File: config.mk
export PLATFORM = sky130hd
export DESIGN_NAME = cache_port_arb
export DESIGN_NICKNAME = d
export VERILOG_FILES = /design/src/rtl/cache_port_arb.sv
export SDC_FILE = /design/constraint.sdc
export NUM_CORES = 1
export LEC_CHECK = 0
export ABC_AREA = 1
export BUFFER_PORTS_ARGS = -buffer_cell sky130_fd_sc_hd__buf_2
export CAP_MARGIN = 20
export CELL_PAD_IN_SITES_DETAIL_PLACEMENT = 1
export CELL_PAD_IN_SITES_GLOBAL_PLACEMENT = 1
export CORE_ASPECT_RATIO = 0.9
export CORE_MARGIN = 5
export CORE_UTILIZATION = 39
export DETAILED_ROUTE_END_ITERATION = 12
export GPL_TIMING_DRIVEN = 0
export PLACE_DENSITY_LB_ADDON = 0.1
export RECOVER_POWER = 25
export SLEW_MARGIN = 20
export SYNTH_ARGS = -nofsm -noshare
export SYNTH_HDL_FRONTEND = slang
export SYNTH_SLANG_ARGS = --single-unit
File: constraint.sdc
create_clock -name clk -period 4.1 [get_ports clk]
set_input_delay 0.205 -clock clk [delete_from_list [all_inputs] [get_ports clk]]
set_output_delay 0.205 -clock clk [all_outputs]
set_load 0.005 [all_outputs]
File: src/rtl/cache_port_arb.sv
// cache_port_arb: shares the single-ported cache_ctrl user interface between an
// instruction-fetch read port (I) and a read/write data port (D).
//
// Each winning request is latched and issued to the controller as a one-cycle
// m_rd_en/m_wr_en pulse. m_addr/m_wdata/m_mask then stay stable until the
// access completes. Read hits and misses are counted.
//
// Ports:
//   clk, rst_x                 clock, asynchronous active-low reset
//   i_req/i_addr               I-port read request (held until i_gnt)
//   i_gnt/i_done/i_rdata       I-port accept pulse, completion pulse, read data
//   d_req/d_we/d_addr/
//   d_wdata/d_mask             D-port request (held until d_gnt)
//   d_gnt/d_done/d_rdata       D-port accept pulse, completion pulse, read data
//   m_*                        cache_ctrl user interface (m_hit is its c_oe)
//   cnt_clr, hit_cnt, miss_cnt read statistics (clear wins over increment)
//
// Configuration:
//   CACHE_ARB_RR_EN  defined   : round-robin between I and D
//                    undefined : fixed priority, D beats I
module cache_port_arb #(
  parameter int unsigned ADDR_WIDTH = 32,
  parameter int unsigned CNT_WIDTH  = 32
) (
  input  logic                  clk,
  input  logic                  rst_x,
  input  logic                  i_req,
  input  logic [ADDR_WIDTH-1:0] i_addr,
  output logic                  i_gnt,
  output logic                  i_done,
  output logic [31:0]           i_rdata,
  input  logic                  d_req,
  input  logic                  d_we,
  input  logic [ADDR_WIDTH-1:0] d_addr,
  input  logic [31:0]           d_wdata,
  input  logic [3:0]            d_mask,
  output logic                  d_gnt,
  output logic                  d_done,
  output logic [31:0]           d_rdata,
  output logic                  m_rd_en,
  output logic                  m_wr_en,
  output logic [ADDR_WIDTH-1:0] m_addr,
  output logic [31:0]           m_wdata,
  output logic [3:0]            m_mask,
  input  logic [31:0]           m_rdata,
  input  logic                  m_busy,
  input  logic                  m_hit,
  input  logic                  cnt_clr,
  output logic [CNT_WIDTH-1:0]  hit_cnt,
  output logic [CNT_WIDTH-1:0]  miss_cnt
);

  typedef enum logic [1:0] {StIdle, StIssue, StWait, StResp} state_e;

  state_e state_q;
  logic   owner_d_q;  // 1 = current transaction belongs to D
  logic   we_q;
  logic   pick_d;
  logic   hit_inc;
  logic   miss_inc;

`ifdef CACHE_ARB_RR_EN
  logic last_d_q;  // 1 = D won the previous arbitration

  // On contention, the port that did not win last time goes first.
  always_comb begin
    pick_d = d_req && (!i_req || !last_d_q);
  end

  always_ff @(posedge clk or negedge rst_x) begin
    if (!rst_x) begin
      last_d_q <= 1'b0;
    end else if (state_q == StIdle && !m_busy && (i_req || d_req)) begin
      last_d_q <= pick_d;
    end
  end
`else
  always_comb begin
    pick_d = d_req;
  end
`endif

  // Hit/miss is only known in the ISSUE cycle, while the controller drives c_oe.
  always_comb begin
    hit_inc  = (state_q == StIssue) && !we_q && m_hit;
    miss_inc = (state_q == StIssue) && !we_q && !m_hit;
  end

  always_ff @(posedge clk or negedge rst_x) begin
    if (!rst_x) begin
      state_q   <= StIdle;
      owner_d_q <= 1'b0;
      we_q      <= 1'b0;
      i_gnt     <= 1'b0;
      d_gnt     <= 1'b0;
      i_done    <= 1'b0;
      d_done    <= 1'b0;
      m_rd_en   <= 1'b0;
      m_wr_en   <= 1'b0;
      m_addr    <= '0;
      m_wdata   <= '0;
      m_mask    <= '0;
      i_rdata   <= '0;
      d_rdata   <= '0;
    end else begin
      // All pulses default low; each is set for exactly one cycle below.
      i_gnt   <= 1'b0;
      d_gnt   <= 1'b0;
      i_done  <= 1'b0;
      d_done  <= 1'b0;
      m_rd_en <= 1'b0;
      m_wr_en <= 1'b0;
      unique case (state_q)
        StIdle: begin
          if (!m_busy && (i_req || d_req)) begin
            owner_d_q <= pick_d;
            we_q      <= pick_d && d_we;
            m_addr    <= pick_d ? d_addr : i_addr;
            m_wdata   <= pick_d ? d_wdata : 32'h0;
            m_mask    <= pick_d ? d_mask : 4'b1111;
            m_rd_en   <= !(pick_d && d_we);
            m_wr_en   <= pick_d && d_we;
            i_gnt     <= !pick_d;
            d_gnt     <= pick_d;
            state_q   <= StIssue;
          end
        end
        StIssue: begin
          if (!we_q && m_hit) begin
            if (owner_d_q) d_rdata <= m_rdata;
            else           i_rdata <= m_rdata;
            i_done  <= !owner_d_q;
            d_done  <= owner_d_q;
            state_q <= StResp;
          end else begin
            state_q <= StWait;
          end
        end
        StWait: begin
          if (!m_busy) begin
            if (!we_q) begin
              if (owner_d_q) d_rdata <= m_rdata;
              else           i_rdata <= m_rdata;
            end
            i_done  <= !owner_d_q;
            d_done  <= owner_d_q;
            state_q <= StResp;
          end
        end
        StResp: begin
          state_q <= StIdle;
        end
        default: begin
          state_q <= StIdle;
        end
      endcase
    end
  end

  always_ff @(posedge clk or negedge rst_x) begin
    if (!rst_x) begin
      hit_cnt  <= '0;
      miss_cnt <= '0;
    end else if (cnt_clr) begin
      hit_cnt  <= '0;
      miss_cnt <= '0;
    end else begin
      if (hit_inc)  hit_cnt  <= hit_cnt + CNT_WIDTH'(1);
      if (miss_inc) miss_cnt <= miss_cnt + CNT_WIDTH'(1);
    end
  end

endmodule

==> reports/metrics.cfg, run 1 <==
[global_route]
grt_max_degree = 97
grt_overflow = 0
grt_pass1_wl_mm = 64.9
antenna_found_initial = 6
grt_pass1_vias = 11400
grt_use_total_pct = 29.7

[floorplanning]
start_util_pct = 39.3
chipWidth_um = 174
fp.dieArea_mm2 = 0.0275
ios = 342
die_y_um = 158
num_rows = 54
coreArea_mm2 = 0.0241

[route]
wire_per_inst_um = 21.2
wl_mm = 41.8
drc = 0
antenna_left = 0
drtIter0Drc = 550
vias_per_cell = 5.20
dr_total_vias = 10300
first_pass_iters = 5

[logic_synthesis]
synthCells = 1149
synth-seq-cells = 206
ys_seq_area_share_pct = 54.5
yosysWarnings = 0
syn-num-nets = 1295
yosysUniqueCellTypes = 36
avgSynthCellArea_um2 = 8.23
syn_area_mm2 = 0.00946

[clock_tree]
cts_tree = yes
clk_pin_slew_worst_paths_ns = 0.07
cts_resized = 0
clkLatencyLatePin_ns = 0.52
cts_buffers = 24
postCtsHoldBufs = 124
cts_root_buffer = clkbuf_16
cts.sinks = 206
htreeDepth = 1
clk_path_buf_depth = 3
cts_setup_buffers = 0

[place]
placed_area_mm2 = 0.0116
io_buffers = 341
post-dp-hpwl_mm = 27.0
gp_congestion = 0.823

[final_layout]
stdcell_area_mm2 = 0.0137
n_fill_cell = 2982
final_layout_size_suffix_gt1_share_pct = 26.6
finalNetCount = 1788
area_growth_pct = 44.4
final_core_util_pct = 56.8

[sta]
min_period_ns = 2.56
finalCritPeriodShare_pct = 62.3
fmax_mhz = 391
slew_violations = 35
finalHoldViolCount = 0
fin_tns_setup_ns = 0
clock_skew_ns = 0.0108
rsz0062_at_grt = no
setup_viol = 0
max_slew_margin_pct = -64.8
tightest_slew_ns = 2.47

[critical_path]
cp_slowest_cell = dlygate4sd3_1
rr_worst_depth = 10
crit_path_cell_trace = inv_1, ha_1, inv_1, nor2_4, inv_2, nor2_2, buf_2, nand2_1, nand3_1, dlygate4sd3_1
cpMostUsedCell = inv_1
reg2reg_from = state_q[0]$_DFFE_PN0P_
crit_buf_inv = 5
ff2ff_setup_slack_ns = 1.54
end_kind = register
setup.worst_path.start_class = register
critPathKind = reg2reg
critPathTopFamily = buffers and inverters
max_stage_delay_ns = 0.59
worstPathArrival_ns = 3.01
r2r-end = m_addr[25]$_DFFE_PN0P_
critPathRequiredTime_ns = 4.55
crit_fanout = 10

[pwr]
cellPowerDensity_mw_per_mm2 = 612
ir_worst_vdd_v = 0.000351
leakage_nw = 7.16

[worst_hold_path]
hp-class = in2reg
hold-path-cell-count = 3
worstHoldEndpoint = m_addr[29]$_DFFE_PN0P_
worstHoldStart = i_addr[29]

[outcome]
violations = capacitance limit, slew limit
outcome = finished with violations

[flow_run]
max-cap-violations = 1

-- kinds of logic after synthesis --
logic type,share of synthesized area [%]
adder cells (fa/ha/maj),0.794
flip-flops,54.5
AND/OR/NAND/NOR,27.2
AO/OA/AOI/OAI,10.5
buffers and inverters,7.01
-- stage by stage --
stage	setup WS [ns]	std cells	power, mW	hold WS (ns)
6_report	1.54	1973	8.35	0.0665
3_3_place_gp	-0.932	1798	5.56	0.411
3_5_place_dp	2.03	1800	5.70	0.110
5_1_grt	1.22	1972	8.80	0.0814
2_1_floorplan	2.51	1149	4.34	-0.0906
4_1_cts	1.62	1967	8.14	0.0127
-- state kept, by name (all words and copies together), names as in the netlist --
name / flops
i_rdata: 32
d_done: 1
owner_d_q: 1
m_wr_en: 1
i_gnt: 1
d_rdata: 32
m_rd_en: 1
miss_cnt: 32
m_addr: 32
m_mask: 4
d_gnt: 1
state_q: 2
i_done: 1
hit_cnt: 32
m_wdata: 32
we_q: 1
-- synthesized netlist by cell type, drive strengths merged --
master	instances	share of area, %
o21bai	1	0.079
nor3	6	0.44
nor4	1	0.066
and2	2	0.13
nand2	343	14
nand4	11	0.73
nor2	163	7.1
a21oi	26	1.4
nand3	81	4.8
o21ai	103	5.5
inv	122	4.8
dfrtp	206	54
ha	6	0.79
o22ai	1	0.066
o21a	1	0.079
o22a	4	0.37
a22o	32	3.0
buf	32	2.0
nand3b	1	0.079
and3	1	0.066
nor2b	1	0.066
clkbuf	5	0.20
-- cell type report --
cell class	instances	area (um^2)	area share, %
Antenna cell	6	15.0	0.110
Buffer	37	205	1.50
Clock buffer	33	704	5.16
Clock inverter	10	88.8	0.651
Inverter	122	458	3.35
Multi-Input combinational cell	784	3640	26.7
Sequential cell	206	5150	37.8
Tap cell	308	385	2.82
Timing Repair Buffer	467	3000	22.0
-- worst min-delay path, delay by kind of cell --
family | cells | cell delay (ns)
AOI/OAI and AO/OA | 2 | 0.25
buffers and inverters | 1 | 0.08
-- per-layer routing --
layer	part of all wire, %	track usage [%]	vias up
li1	-	-	4660
met1	38	34.0	5094
met2	51	54.2	382
met3	6.7	7.52	117
met4	4.0	10.8	2
met5	0.031	0	-
-- placed cells by master (no fill, tap or decap), types with 29 or more instances in the layout --
cell type and count:
a22o_1 32, nor2_1 149, dfrtp_1 206, dlygate4sd3_1 124, o21ai_0 73, inv_1 117
o21ai_1 29, nand3_1 75, nand2_1 341, buf_2 363
-- power breakdown --
| group | leakage (nW) | internal (mW) | switching [mW] |
|---|---|---|---|
| Clock | 0.397 | 1.26 | 0.909 |
| Combinational | 4.09 | 1.29 | 1.72 |
| Sequential | 2.67 | 2.71 | 0.455 |
-- worst max-delay path by stage --
stage	startpoint	to	slack, ns	cells past startpoint
2_1_floorplan	state_q[1]$_DFFE_PN0P_	miss_cnt[27]$_DFFE_PN0P_	2.51	9
3_3_place_gp	rst_x	miss_cnt[21]$_DFFE_PN0P_	-0.93	1
3_5_place_dp	hit_cnt[1]$_DFFE_PN0P_	hit_cnt[20]$_DFFE_PN0P_	2.03	8
4_1_cts	state_q[0]$_DFFE_PN0P_	m_addr[10]$_DFFE_PN0P_	1.62	9
5_1_grt	rst_x	m_wdata[25]$_DFFE_PN0P_	1.22	2
6_report	state_q[0]$_DFFE_PN0P_	m_addr[25]$_DFFE_PN0P_	1.54	10
No activity file was read; power rests on OpenSTA's default activity.
==> run 2: changes to the inputs <==
Settings changed: CORE_UTILIZATION 39 to 32.
Clock period 4.1 ns to 2.19 ns, I/O delays scaled along.
==> reports/metrics.cfg, run 2 (synthesis results as in run 1) <==
[route]
antenna_left = 0  ; unchanged
wl_mm = 38.5  ; -7.8%
vias_per_cell = 4.77  ; -8.2%
drtIter0Drc = 295  ; -46%
wire_per_inst_um = 18.6  ; -12%
drc = 0  ; unchanged
first_pass_iters = 4  ; -1
dr_total_vias = 9872  ; -3.7%

[clock_tree]
cts_tree = yes
htreeDepth = 1  ; unchanged
clk_pin_slew_worst_paths_ns = 0.06  ; about the same
clkLatencyLatePin_ns = 0.53  ; about the same
cts_buffers = 24  ; unchanged
cts_root_buffer = clkbuf_16
cts_setup_buffers = 0  ; unchanged
cts.sinks = 206  ; unchanged
clk_path_buf_depth = 3  ; unchanged

[floorplanning]
fp.dieArea_mm2 = 0.0331  ; +20%
coreArea_mm2 = 0.0290  ; +21%
die_y_um = 173  ; +9.7%
ios = 342  ; unchanged
start_util_pct = 32.6  ; -6.7 points
num_rows = 59  ; +9.3%
chipWidth_um = 191  ; +9.8%

[sta]
fin_ws_ns = 0.175  ; -1.37 ns
rsz0062_at_grt = no
min_period_ns = 2.01  ; -0.541 ns
fmax_mhz = 496  ; +27%
setup_viol = 0  ; unchanged
slew_violations = 30  ; -14%
tightest_slew_ns = 1.67  ; -0.805 ns
whs_ns = 0.102  ; +0.0360 ns
finalHoldViolCount = 0  ; unchanged
finalCritPeriodShare_pct = 92.0  ; +30 points
fin_tns_setup_ns = 0  ; unchanged
max_slew_margin_pct = -11.2  ; +54 points
clock_skew_ns = 0.0132  ; +0.00241 ns

[pwr]
cellPowerDensity_mw_per_mm2 = 1080  ; +77%
ir_worst_vdd_v = 0.000629  ; +79%
leakage_nw = 7.22  ; +0.87%

[worst_hold_path]
worstHoldEndpoint = state_q[1]$_DFFE_PN0P_
hold-path-cell-count = 6  ; +3
worstHoldStart = i_req
hp-class = in2reg

[outcome]
outcome = finished with violations
violations = capacitance limit, slew limit

[critical_path]
critPathTopFamily = simple AND/OR/NAND/NOR gates
crit_path_cell_trace = ha_1, nand3_1, nor2_1, nand2_1, nor2_1, nand3_1, nand2_1, nor2_1
end_kind = register
reg2reg_from = hit_cnt[1]$_DFFE_PN0P_
crit_fanout = 6  ; -4
worstPathArrival_ns = 2.42  ; -0.59 ns
setup.worst_path.start_class = register
r2r-end = hit_cnt[20]$_DFFE_PN0P_
critPathKind = reg2reg
crit_buf_inv = 0  ; -5
cp_slowest_cell = nor2_1
rr_worst_depth = 8  ; -2
cpMostUsedCell = nor2_1
ff2ff_setup_slack_ns = 0.18  ; -1.37 ns
critPathRequiredTime_ns = 2.60  ; -1.95 ns
max_stage_delay_ns = 0.45  ; -0.14 ns

[flow_run]
max-cap-violations = 1  ; unchanged

[final_layout]
multi_input_area_mm2 = 0.00364  ; about the same
mostFrequentLayoutCells = buf_2 (363), nand2_1 (341), dfrtp_1 (206)
final_core_util_pct = 48.0  ; -8.8 points
ff_latch_area_mm2 = 0.00515  ; unchanged
mostFrequentLayoutCell = buf_2
stdcell_area_mm2 = 0.0139  ; +2.0%
final_layout_size_suffix_gt1_share_pct = 26.5  ; -0.19 points
n_fill_cell = 3554  ; +19%
area_growth_pct = 47.2
finalNetCount = 1800  ; +0.67%

[global_route]
grt_use_total_pct = 22.9  ; -6.8 points
grt_pass1_wl_mm = 61.0  ; -6.0%
grt_overflow = 0  ; unchanged
antenna_found_initial = 7  ; +1
grt_pass1_vias = 11000  ; -2.7%
grt_max_degree = 92  ; -5.2%

[place]
gp_congestion = 0.793  ; -3.5%
post-dp-hpwl_mm = 28.1  ; +4.0%
io_buffers = 341  ; unchanged
placed_area_mm2 = 0.0117  ; +0.95%
post-place-ws_ns = 0.177  ; -1.86 ns

run 2: changes by cell type in the layout (fill, tap and decap cells not counted), moves of 3 or more:
cell,change
dlygate4sd3_1,+12
clkbuf_8,+5
clkinv_2,-5
diode_2,-3
run 2: metal layers:
metal	GRT usage, %	vias to the layer above	part of all wire, %
met5	0	-	0.16
met2	40.4	276	50
met1	26.6	4827	39
met3	7.10	77	7.3
li1	-	4684	-
met4	6.70	8	3.2
run 2: what timing repair did:
item | CTS | global route
setup endpoints to repair | 0 | 1
hold endpoints to repair | 346 | 0
hold buffers | 136 | 0
gates resized for setup | 0 | 1
run 2: power breakdown:
part | total, mW | internal, mW | switching [mW] | leakage, nW
clock network | 4.17 | 2.53 | 1.64 | 0.414
logic | 5.11 | 2.16 | 2.95 | 4.14
registers | 5.80 | 5.07 | 0.734 | 2.67
run 2: cell type report:
class	instances	share of cell area [%]
Tap cell	396	3.56
Inverter	122	3.29
Clock inverter	4	0.404
Buffer	37	1.47
Clock buffer	39	5.58
Timing Repair Buffer	479	22.5
Multi-Input combinational cell	784	26.2
Sequential cell	206	37.0
Antenna cell	3	0.0539
run 2: how the worst max path moves through the flow:
stage,slack (ns),startpoint,endpoint,depth (start not counted)
after global placement,-2.92,rst_x,i_rdata[15]$_DFFE_PN0P_,1
after CTS,0.15,state_q[1]$_DFFE_PN0P_,miss_cnt[27]$_DFFE_PN0P_,9
after floorplan,0.60,state_q[1]$_DFFE_PN0P_,miss_cnt[27]$_DFFE_PN0P_,9
after global routing,0.03,state_q[1]$_DFFE_PN0P_,miss_cnt[13]$_DFFE_PN0P_,9
after detailed placement,0.18,state_q[1]$_DFFE_PN0P_,miss_cnt[27]$_DFFE_PN0P_,9
final,0.18,hit_cnt[1]$_DFFE_PN0P_,hit_cnt[20]$_DFFE_PN0P_,8
run 2: worst register-to-register path, delay by kind of cell (launching register included):
| kind | cells | cell delay (ns) |
|---|---|---|
| fa+ha+maj | 1 | 0.21 |
| flops | 1 | 0.40 |
| simple gates | 7 | 1.30 |
run 2: through the flow:
stage,power (mW),std cells
after global placement,10.5,1886
after floorplan,8.12,1149
after detailed placement,10.7,1888
after global routing,16.1,2070
after CTS,15.2,2067
final,15.1,2070
==> run 3: changes to the inputs <==
--- a/config.mk
+++ b/config.mk
@@ -18,5 +18,5 @@
 export PLACE_DENSITY_LB_ADDON = 0.1
 export RECOVER_POWER = 25
-export SLEW_MARGIN = 20
+export SLEW_MARGIN = 15
 export SYNTH_ARGS = -nofsm -noshare
 export SYNTH_HDL_FRONTEND = slang
==> constraint.sdc (replaced) <==
create_clock -name clk -period 2.19 [get_ports clk]
set_input_delay 0.3285 -clock clk [delete_from_list [all_inputs] [get_ports clk]]
set_output_delay 0.3285 -clock clk [all_outputs]
set_load 0.005 [all_outputs]
==> reports/metrics.cfg, run 3 (synthesis results as in run 1) <==
[outcome]
outcome = finished clean

[final_layout]
mostFrequentLayoutCell = buf_2
multi_input_area_mm2 = 0.00364  ; about the same
finalNetCount = 1697  ; -5.7%
area_growth_pct = 35.7
final_layout_size_suffix_gt1_share_pct = 28.0  ; +1.5 points
stdcell_count = 1967  ; -5.0%
mostFrequentLayoutCells = buf_2 (363), nand2_1 (341), dfrtp_1 (206)
final_core_util_pct = 44.2  ; -3.8 points
n_fill_cell = 3573  ; +0.53%
ff_latch_area_mm2 = 0.00515  ; unchanged

[worst_hold_path]
hp-class = in2reg

[floorplanning]
chipWidth_um = 191  ; unchanged
coreArea_mm2 = 0.0290  ; unchanged
fp.dieArea_mm2 = 0.0331  ; unchanged
num_rows = 59  ; unchanged
start_util_pct = 32.6  ; unchanged
ios = 342  ; unchanged
die_y_um = 173  ; unchanged

[clock_tree]
clk_pin_slew_worst_paths_ns = 0.06  ; about the same
cts_setup_buffers = 0  ; unchanged
cts_buffers = 24  ; unchanged
cts_resized = 0  ; unchanged
htreeDepth = 1  ; unchanged
cts_root_buffer = clkbuf_16
clk_path_buf_depth = 3  ; unchanged
cts_tree = yes
clkLatencyLatePin_ns = 0.52  ; about the same
postCtsHoldBufs = 33  ; -76%
cts.sinks = 206  ; unchanged

[critical_path]
worstPathArrival_ns = 2.40  ; -0.02 ns
crit_buf_inv = 1  ; +1
crit_fanout = 8  ; +2
crit_path_cell_trace = inv_1, ha_1, nand2_1, nor2_4, nand2_1, nor2_1, nand3_1, nand2_1, nor2_1
critPathTopFamily = simple AND/OR/NAND/NOR gates
cpMostUsedCell = nand2_1
critPathKind = reg2reg
max_stage_delay_ns = 0.39  ; -0.06 ns
setup.worst_path.start_class = register
ff2ff_setup_slack_ns = 0.21  ; +0.03 ns
critPathRequiredTime_ns = 2.60  ; about the same
cp_slowest_cell = dfrtp_1
end_kind = register

[global_route]
grt_pass1_wl_mm = 57.3  ; -6.1%
grt_pass1_vias = 10100  ; -8.4%
antenna_found_initial = 6  ; -1
grt_overflow = 0  ; unchanged
grt_max_degree = 94  ; +2.2%
grt_use_total_pct = 21.6  ; -1.3 points

[pwr]
ir_worst_vdd_v = 0.000763  ; +21%
p_switching_mw = 5.14  ; -3.5%
comb_power_share_pct = 32.7  ; -1.2 points
clock_power_share_pct = 28.2  ; +0.5 points
switching_share_pct = 34.9  ; -0.40 points
power_mw = 14.7  ; -2.4%
cellPowerDensity_mw_per_mm2 = 1150  ; +5.9%
leakage_nw = 6.76  ; -6.5%
pwr-share-seq_pct = 39.1  ; +0.6 points
intPower_mw = 9.58  ; -1.8%

[route]
wl_met1_mm = 15.0  ; -1.3%
wl_met2_mm = 18.0  ; -6.3%
wl_met3_mm = 2.69  ; -4.5%
drc = 0  ; unchanged
wire_per_inst_um = 18.5  ; -0.75%
top_layer = met5
first_pass_iters = 4  ; unchanged
antenna_left = 0  ; unchanged
drtIter0Drc = 341  ; +16%
wl_mm = 36.3  ; -5.7%
vias_per_cell = 4.73  ; -0.77%
dr_total_vias = 9309  ; -5.7%

[sta]
clock_skew_ns = 0.0118  ; -0.00136 ns
setup_viol = 0  ; unchanged
tightest_slew_ns = 1.27  ; -0.397 ns
rsz0062_at_grt = no
slew_violations = 0  ; -100%
fmax_mhz = 504  ; +1.6%
fin_tns_setup_ns = 0  ; unchanged
min_period_ns = 1.98  ; -0.0309 ns
finalCritPeriodShare_pct = 90.6  ; -1.4 points
max_slew_margin_pct = 15.3  ; +26 points
finalHoldViolCount = 0  ; unchanged
fin_ws_ns = 0.206  ; +0.0309 ns

[place]
post-place-ws_ns = 0.172  ; -0.00515 ns
placed_cells = 1888  ; unchanged
gp_congestion = 0.793  ; unchanged
post-dp-hpwl_mm = 28.0  ; about the same
io_buffers = 341  ; unchanged

[flow_run]
max-cap-violations = 0  ; -1

run 3: cell types whose count changed in the layout (fill, tap and decap cells not counted):
cell and delta:
nor2_1 +1, clkbuf_8 -5, dlymetal6s4s_1 -1, clkbuf_4 +1, buf_4 +1, clkbuf_1 +3
bufinv_16 +1, buf_16 -2, buf_8 +1, clkinv_2 +1, dlygate4sd3_1 -103, nor2_2 -1
run 3: metal layers:
| metal | vias to the layer above | GRT usage, % |
|---|---|---|
| li1 | 4471 | - |
| met1 | 4549 | 26.4 |
| met2 | 240 | 37.6 |
| met3 | 43 | 6.96 |
| met4 | 6 | 4.04 |
| met5 | - | 0 |
run 3: worst register-to-register path: cells and delay by family, from the launching register on:
kind	cells	cell delay, ns
buf+inv	1	0.14
fa+ha+maj	1	0.31
simple gates	7	1.05
flops	1	0.39
run 3: path summary, 6_finish.rpt:
| check | start | cells after the start | endpoint |
|---|---|---|---|
| worst max-delay path | state_q[1]$_DFFE_PN0P_ | 9 | miss_cnt[27]$_DFFE_PN0P_ |
| worst min register to register | d_rdata[19]$_DFFE_PN0P_ | 2 | d_rdata[19]$_DFFE_PN0P_ |
| worst max register to register | state_q[1]$_DFFE_PN0P_ | 9 | miss_cnt[27]$_DFFE_PN0P_ |
| min in group asynchronous | rst_x | 2 | hit_cnt[22]$_DFFE_PN0P_ |
| worst min-delay path | i_addr[10] | 3 | m_addr[10]$_DFFE_PN0P_ |
| max in group asynchronous | rst_x | 3 | i_rdata[20]$_DFFE_PN0P_ |
run 3: per-stage QoR:
step                hold slack [ns]  area (um^2)
CTS                        0.000468        12900
detailed placement            0.208        11700
finish                       0.0206        12800
global route                0.00507        12800
floorplan                    0.0329         9460
global placement              0.461        11700
run 3: area by class of cell:
class	count	area share [%]
Tap cell	396	3.86
Buffer	37	1.60
Clock inverter	6	0.712
Sequential cell	206	40.2
Clock buffer	37	5.61
Antenna cell	3	0.0585
Inverter	122	3.57
Timing Repair Buffer	376	16.1
Multi-Input combinational cell	784	28.4
run 3: power by group through the flow:
stage          sequential, mW  combinational [mW]  clock, mW
6_report                 5.75                4.81       4.15
5_1_grt                  5.91                5.41       4.42
4_1_cts                  5.76                4.94       4.28
3_5_place_dp             5.77                4.91          0
3_3_place_gp             5.76                4.74          0
2_1_floorplan            5.85                2.27          0
